--- src/rtl/bcd_stopwatch.sv ---
// BCD stopwatch / countdown timer: MM:SS.cc with preset, lap freeze and expiry.
// Feeds the 6-digit seven-segment driver directly.
module bcd_stopwatch #(
  parameter int CLK_FREQ = 50000000,
  parameter int TICK_HZ  = 100,
  parameter int PRE_W    = 32
) (
  input  logic        clk,
  input  logic        rst,
  input  logic        start,
  input  logic        dir,
  input  logic        load,
  input  logic [23:0] load_val,
  input  logic        lap,
  output logic [23:0] out,
  output logic        running,
  output logic        tick,
  output logic        wrap,
  output logic        done
);

  localparam int DIV = CLK_FREQ / TICK_HZ;
  localparam logic [PRE_W-1:0] LAST = PRE_W'(DIV - 1);

  typedef enum logic [1:0] {
    IDLE,
    RUN,
    EXPIRED
  } state_t;

  state_t           state;
  state_t           state_n;
  logic [PRE_W-1:0] pre;
  logic [23:0]      cnt;
  logic [23:0]      cnt_step;
  logic [23:0]      lap_q;
  logic             freeze;
  logic             carry;
  logic             tick_now;
  logic             zero;
  logic             hit_zero;

  // Digit order from LSB: c0 c1 s0 s1 m0 m1; tens of s/m top out at 5.
  function automatic logic [3:0] dmax(input int i);
    return (i == 3 || i == 5) ? 4'd5 : 4'd9;
  endfunction

  function automatic logic [24:0] bcd_step(
    input logic [23:0] v,
    input logic        down
  );
    logic [23:0] r;
    logic [3:0]  d;
    logic [3:0]  mx;
    logic        c;
    r = v;
    c = 1'b1;
    for (int i = 0; i < 6; i++) begin
      d  = v[4*i +: 4];
      mx = dmax(i);
      if (c) begin
        if (down) begin
          c = (d == 4'd0);
          r[4*i +: 4] = c ? mx : d - 4'd1;
        end else begin
          c = (d >= mx);
          r[4*i +: 4] = c ? 4'd0 : d + 4'd1;
        end
      end
    end
    return {c, r};
  endfunction

  function automatic logic [23:0] bcd_sat(input logic [23:0] v);
    logic [23:0] r;
    logic [3:0]  d;
    r = v;
    for (int i = 0; i < 6; i++) begin
      d = v[4*i +: 4];
      if (d > dmax(i)) r[4*i +: 4] = dmax(i);
    end
    return r;
  endfunction

  assign tick_now = (state == RUN) && (pre == LAST);
  assign zero     = (cnt == 24'd0);
  assign {carry, cnt_step} = bcd_step(cnt, dir);
  assign hit_zero = tick_now && dir && !zero && (cnt_step == 24'd0);

  always_comb begin
    state_n = state;
    unique case (state)
      IDLE: begin
        if (start) state_n = RUN;
      end
      RUN: begin
        if (hit_zero && !load) state_n = EXPIRED;
        else if (!start)       state_n = IDLE;
      end
      EXPIRED: begin
        if (!start)             state_n = IDLE;
        else if (load || !dir)  state_n = RUN;
      end
      default: state_n = IDLE;
    endcase
  end

  always_ff @(posedge clk) begin
    if (rst) begin
      state   <= IDLE;
      pre     <= '0;
      cnt     <= '0;
      lap_q   <= '0;
      freeze  <= 1'b0;
      out     <= '0;
      running <= 1'b0;
      tick    <= 1'b0;
      wrap    <= 1'b0;
      done    <= 1'b0;
    end else begin
      state   <= state_n;
      running <= (state_n == RUN);
      tick    <= tick_now && !load;
      wrap    <= tick_now && !load && !dir && carry;
      done    <= hit_zero && !load;
      out     <= freeze ? lap_q : cnt;
      if (load) begin
        cnt    <= bcd_sat(load_val);
        pre    <= '0;
        freeze <= 1'b0;
      end else begin
        // Lap captures the count as it was before this edge's tick.
        if (lap) begin
          freeze <= !freeze;
          if (!freeze) lap_q <= cnt;
        end
        if (tick_now) begin
          pre <= '0;
          if (!dir || !zero) cnt <= cnt_step;
        end else if (state == RUN) begin
          pre <= pre + PRE_W'(1);
        end
      end
    end
  end

endmodule

--- config.mk ---
export PLATFORM = sky130hd
export DESIGN_NAME = bcd_stopwatch
export DESIGN_NICKNAME = d
export VERILOG_FILES = /design/src/rtl/bcd_stopwatch.sv
export SDC_FILE = /design/constraint.sdc
export NUM_CORES = 1
export LEC_CHECK = 0
export BUFFER_PORTS_ARGS = -buffer_cell sky130_fd_sc_hd__buf_2
export CELL_PAD_IN_SITES_DETAIL_PLACEMENT = 1
export CELL_PAD_IN_SITES_GLOBAL_PLACEMENT = 1
export CORE_ASPECT_RATIO = 0.6
export CORE_MARGIN = 8
export CORE_UTILIZATION = 40
export CTS_CLUSTER_DIAMETER = 50
export DETAILED_ROUTE_END_ITERATION = 10
export GPL_ROUTABILITY_DRIVEN = 0
export PLACE_DENSITY_LB_ADDON = 0.1
export SLEW_MARGIN = 15
export SYNTH_ARGS = -nofsm -noshare
export SYNTH_HDL_FRONTEND = slang
export SYNTH_SLANG_ARGS = --single-unit
--- constraint.sdc ---
create_clock -name clk -period 4.72 [get_ports clk]
set_clock_uncertainty 0.2 [all_clocks]
set_input_delay 0.944 -clock clk [delete_from_list [all_inputs] [get_ports clk]]
set_output_delay 0.944 -clock clk [all_outputs]
set_load 0.02 [all_outputs]
==> impl_metrics.toml, run 1 <==
[outcome]
status = "completed"

[clock_network]
cts_num_sinks = 111
postCtsSetupBuffers = 0
cts_tree = "done"
cts.hold.buffers_added = 0
clkLatencyLatePin_ps = 350
ctsResizeCount = 0
clk_path_buf_depth = 2
clock-root-buffer = "clkbuf_16"
path_clk_slew_ps = 80
cts_made_buffers = 9
htreeDepth = 3

[synthesis]
ys_types = 68
synth-adder-area-share_pct = 3.97
seq_area_frac_synth_pct = 37.1
synth_most_common_cell = "dfxtp_1"
yosysWarnings = 0
synth_fp_nets = 820
synth_compound_area_share_pct = 18.7
syn_area_per_cell_um2 = 7.76
ys_ff_latch = 111
synth_top_family_by_area = "simple AND/OR/NAND/NOR gates"
synthMuxAreaShare_pct = 4.87
synth_xor_xnor_area_share_pct = 4.54
async_reset_ff_share_pct = 0
synthTopCellsByCount = "dfxtp_1, nor2_1, nand2_1, a21oi_1, clkbuf_1"
netlist_area_um2 = 5980
yosysTopAreaCell = "dfxtp_1"
synth.area.top_cells = "dfxtp_1, nor2_1, nand2_1"
synth_enable_flop_cells = 0
yosys_most_used_dff = "dfxtp_1"
synth_top_area_share_pct = 37.1
syn_inst = 771
yosys.area_share.simple_pct = 25.8

[global_route]
grt_max_degree = 74
grt_pass1_vias = 5734
grt_use_total_pct = 19.1
grt_pass1_wl_um = 30600
grt.overflow.total = 0
grt_antenna_before_repair = 0

[routing]
dr.pass1.iters = 4
drtIter0Drc = 370
ant_nets = 0
dr_total_vias = 5681
wl_per_cell_um = 19.0
wirelength_um = 19000
drc = 0
vias_per_cell = 5.67

[power]
clockPowerShare_pct = 38.9
ir_worst_vdd_uv = 170
seqPwrFrac_pct = 47.5
combPwrFrac_pct = 13.5
leakagePower_nw = 2.44
netSwitchingFraction_pct = 28.7
power.density_nw_per_um2 = 312
intPower_mw = 1.50
p_switching_mw = 0.603
finalPower_mw = 2.10

[min_path]
hold_class = "reg2reg"

[placed_design]
place_ws_ps = 423
portBuffers = 57
place_hpwl_um = 14100

[timing]
max_slew_margin_pct = 31.4
rsz0062_at_grt = "no"
finalHoldViolCount = 0
finalMaxSlewViolations = 0
tightest_slew_ps = 1020
setup_slack_ps = 482
finalCritPeriodShare_pct = 89.8
fmax_mhz = 236
tns_ps = 0
whs_ps = 258
fin_crit_ps = 4240
finalSetupViolations = 0

[critical_path]
cp-end-kind = "flip-flop"
start_kind = "flip-flop"
worst-setup-path-type = "reg2reg"
cp_max_fo = 8
critPathArrivalTime_ps = 4300
cp.required_ps = 4780

[cells_and_area]
n_fill_cell = 1816
syn_to_final_growth_pct = 12.4
seq_area_um2 = 2220
antennaDiodeCount = 0
drive_above_1_share_pct = 12.9
final_nets = 848
multi_input_area_um2 = 3480

[die]
coreArea_um2 = 14500
die_w_um = 174
rows = 34
initial_utilization_pct = 41.1
die_h_um = 111
fp.dieArea_um2 = 19300
io_pins = 58

[flow_run]
drv_cap = 0
routing by layer:
layer	part of all wire, %	up-vias	track usage [%]	routed length, µm
met2	43	111	29.3	8110
met1	52	2804	27.3	9970
li1	-	2746	-	-
met5	0	-	0	0
met3	4.0	20	3.95	760
met4	0.99	0	3.69	188
kinds of logic (layout without fill, tap and decap cells):
logic type | count (synthesis) | in the layout
xor+xnor | 31 | 31
simple gates | 331 | 331
buf+inv | 77 | 110
compound gates | 173 | 173
mux | 29 | 29
flops | 111 | 111
fa+ha+maj | 19 | 19
placed cells by master, fill, tap and decap left out, types with 4 or more instances in the layout:
cell / n
nor2_1: 110
nor3_1: 13
a221oi_1: 4
nand3_1: 28
nand3b_1: 4
xnor2_1: 14
and3_1: 6
ha_1: 19
nor2b_1: 8
a311oi_1: 7
buf_4: 11
o31ai_1: 8
clkbuf_16: 9
nand2_1: 107
nor4_1: 6
inv_1: 26
or3b_2: 4
dfxtp_1: 111
xor2_1: 17
mux2i_1: 28
a211oi_1: 7
nand2b_1: 7
or3_1: 6
a31oi_1: 9
o41ai_1: 4
buf_2: 57
a21oi_1: 66
o21ai_0: 31
nand4_1: 8
worst paths after layout:
check / start / slack, ps / cells after the start / to
worst max-delay path: cnt[5] / 480 / 10 / state[1]
worst min-delay path: lap_q[3] / 260 / 2 / lap_q[3]
worst max register to register: cnt[5] / 480 / 10 / state[1]
worst min register to register: lap_q[3] / 260 / 2 / lap_q[3]
critical path, cell delays in order (launching register included):
cell      delay, ps
dfxtp_1         370
inv_1           180
ha_1            340
or3b_1          490
a32oi_2         350
or2_1           330
o31ai_1         160
or3b_2          480
or4_1           500
or4_4           540
a221oi_2        210
layout make-up:
cell class / count / share of cell area, %
Clock inverter: 6 / 1.13
Clock buffer: 10 / 3.55
Tap cell: 198 / 3.68
Multi-Input combinational cell: 583 / 51.7
Inverter: 26 / 1.45
Sequential cell: 111 / 33.0
Timing Repair Buffer: 68 / 5.47
power by group through the flow:
stage | combinational (mW) | clock [mW] | sequential (mW)
6_report | 0.284 | 0.817 | 0.998
5_1_grt | 0.310 | 0.870 | 1.00
4_1_cts | 0.281 | 0.833 | 0.998
3_5_place_dp | 0.277 | 0 | 1.02
3_3_place_gp | 0.268 | 0 | 1.02
2_1_floorplan | 0.196 | 0 | 1.01
flip-flops by register name, summed over array words and instances (netlist names):
name / count
freeze: 1
running: 1
tick: 1
done: 1
state: 2
wrap: 1
out: 24
lap_q: 24
cnt: 24
pre: 32
stage by stage:
stage	instances	area, µm²	utilization (%)
final	1002	6730	46.2
after global routing	1002	6730	46.2
after CTS	1002	6730	46.2
after detailed placement	986	6410	44.1
after global placement	986	6410	44.1
after floorplan	771	5980	-
No activity file was read; power rests on OpenSTA's default activity.
==> run 2: changes to the inputs <==
--- a/config.mk
+++ b/config.mk
@@ -5,7 +5,6 @@
 export SDC_FILE = /design/constraint.sdc
 export NUM_CORES = 1
 export LEC_CHECK = 0
-export BUFFER_PORTS_ARGS = -buffer_cell sky130_fd_sc_hd__buf_2
 export CELL_PAD_IN_SITES_DETAIL_PLACEMENT = 1
 export CELL_PAD_IN_SITES_GLOBAL_PLACEMENT = 1
 export CORE_ASPECT_RATIO = 0.6
@@ -13,6 +12,7 @@
 export CORE_UTILIZATION = 40
 export CTS_CLUSTER_DIAMETER = 50
 export DETAILED_ROUTE_END_ITERATION = 10
+export DONT_BUFFER_PORTS = 1
 export GPL_ROUTABILITY_DRIVEN = 0
 export PLACE_DENSITY_LB_ADDON = 0.1
 export SLEW_MARGIN = 15
==> run 2 against run 1 <==
Net effect: maximum frequency fell by 1.1%; cell area fell by 4.7%; count of clock-buffer cells in the layout fell by 1; sequential power barely moved; routed wire length fell by 0.44%; critical path type unchanged; critical endpoint is now state[0].
==> impl_metrics.toml, run 2 (synthesized netlist as in run 1, its figures left out) <==
[outcome]
status = "completed"

[routing]
wl_per_cell_um = 20.1
drc = 0
drtIter0Drc = 288
dr.pass1.iters = 5
vias_per_cell = 5.86
dr_total_vias = 5524
wirelength_um = 19000
ant_nets = 0

[power]
ir_worst_vdd_uv = 152
finalPower_mw = 2.04
power.density_nw_per_um2 = 319
leakagePower_nw = 2.16

[placed_design]
place_ws_ps = 564
portBuffers = 0
place_hpwl_um = 13600
placed_cells = 926

[global_route]
grt_antenna_before_repair = 0
grt_max_degree = 75
grt_use_total_pct = 19.3
grt.overflow.total = 0
grt_pass1_wl_um = 30700
grt_pass1_vias = 5537

[timing]
setup_slack_ps = 434
fin_crit_ps = 4290
tightest_slew_ps = 883
finalMaxSlewViolations = 0
finalHoldViolCount = 0
finalSetupViolations = 0
rsz0062_at_grt = "no"
tns_ps = 0
max_slew_margin_pct = 41.0
finalCritPeriodShare_pct = 90.8
fmax_mhz = 233

[clock_network]
cts_made_buffers = 9
cts.hold.buffers_added = 0
path_clk_slew_ps = 80
clk_path_buf_depth = 2
cts_num_sinks = 111
postCtsSetupBuffers = 0
clock-root-buffer = "clkbuf_16"
ctsResizeCount = 0
cts_tree = "done"
clkLatencyLatePin_ps = 360
htreeDepth = 3

[critical_path]
cp.required_ps = 4750
cp-end-kind = "flip-flop"
r2r_start = "cnt[0]"
reg2reg_to = "state[0]"
worst-setup-path-type = "reg2reg"
start_kind = "flip-flop"
critPathArrivalTime_ps = 4310
r2r_setup_slack_ps = 430
r2r_cells = 10
cp_max_fo = 10

[min_path]
hold_class = "reg2reg"
hp-start = "lap_q[22]"
whs_path_depth = 2
min_to = "lap_q[22]"

[cells_and_area]
final_nets = 788
regMostFlops = "pre"
n_fill_cell = 1794
antennaDiodeCount = 0
largest_reg_flops = 32
syn_to_final_growth_pct = 7.07
final_util_pct = 44.0
mostFrequentLayoutCells = "dfxtp_1, nor2_1, nand2_1"
drive_above_1_share_pct = 5.91
layout_commonest_cell = "dfxtp_1"
final_cells = 942

[flow_run]
drv_cap = 0

[die]
initial_utilization_pct = 41.1
die_h_um = 111
die_w_um = 174
rows = 34
coreArea_um2 = 14500
fp.dieArea_um2 = 19300
io_pins = 58
[run 2: worst max path at each step]
stage                      start  endpoint  slack [ps]  cells after the start
final                     cnt[0]  state[0]         430                     10
after detailed placement  cnt[5]  state[0]         560                     10
after global placement       dir  state[1]         780                      8
after global routing      cnt[0]   running         260                     10
after floorplan              dir  state[1]         760                      9
after CTS                 cnt[0]  state[0]         500                     10
[run 2: report_power, final]
part           switching (mW)  internal (mW)  leakage (nW)
clock                   0.387          0.419         0.150
combinational           0.143         0.0863          1.11
sequential             0.0501          0.960         0.902
[run 2: routing by layer]
metal | GRT usage [%] | up-vias | share of wire [%]
met5 | 0 | - | 0
met4 | 4.59 | 0 | 0.99
met3 | 4.42 | 16 | 6.5
met2 | 27.6 | 151 | 42
met1 | 28.5 | 2734 | 51
li1 | - | 2623 | -
[run 2: worst max-delay path, cell delays in order, from the launching register on]
cell	delay, ps
dfxtp_1	390
inv_1	150
ha_1	310
or3b_1	490
a21oi_4	330
or2_1	320
o31ai_1	160
or3b_2	480
or4_1	500
o41ai_1	650
a21oi_1	160
[run 2: cell type report]
| class | instances | area (µm²) | area share [%] |
|---|---|---|---|
| clock buffers | 9 | 225 | 3.51 |
| clock inverters | 7 | 78.8 | 1.23 |
| inverters | 26 | 97.6 | 1.52 |
| multi-input cells | 583 | 3480 | 54.2 |
| flip-flops and latches | 111 | 2220 | 34.7 |
| well taps | 198 | 248 | 3.87 |
| repair buffers | 8 | 60.1 | 0.937 |
[run 2: per-stage QoR]
step                      hold WS (ps)  cell area, µm²
after detailed placement           244            6100
after global routing               273            6410
after global placement             235            6100
after CTS                          255            6410
after floorplan                    234            5980
final                              254            6410
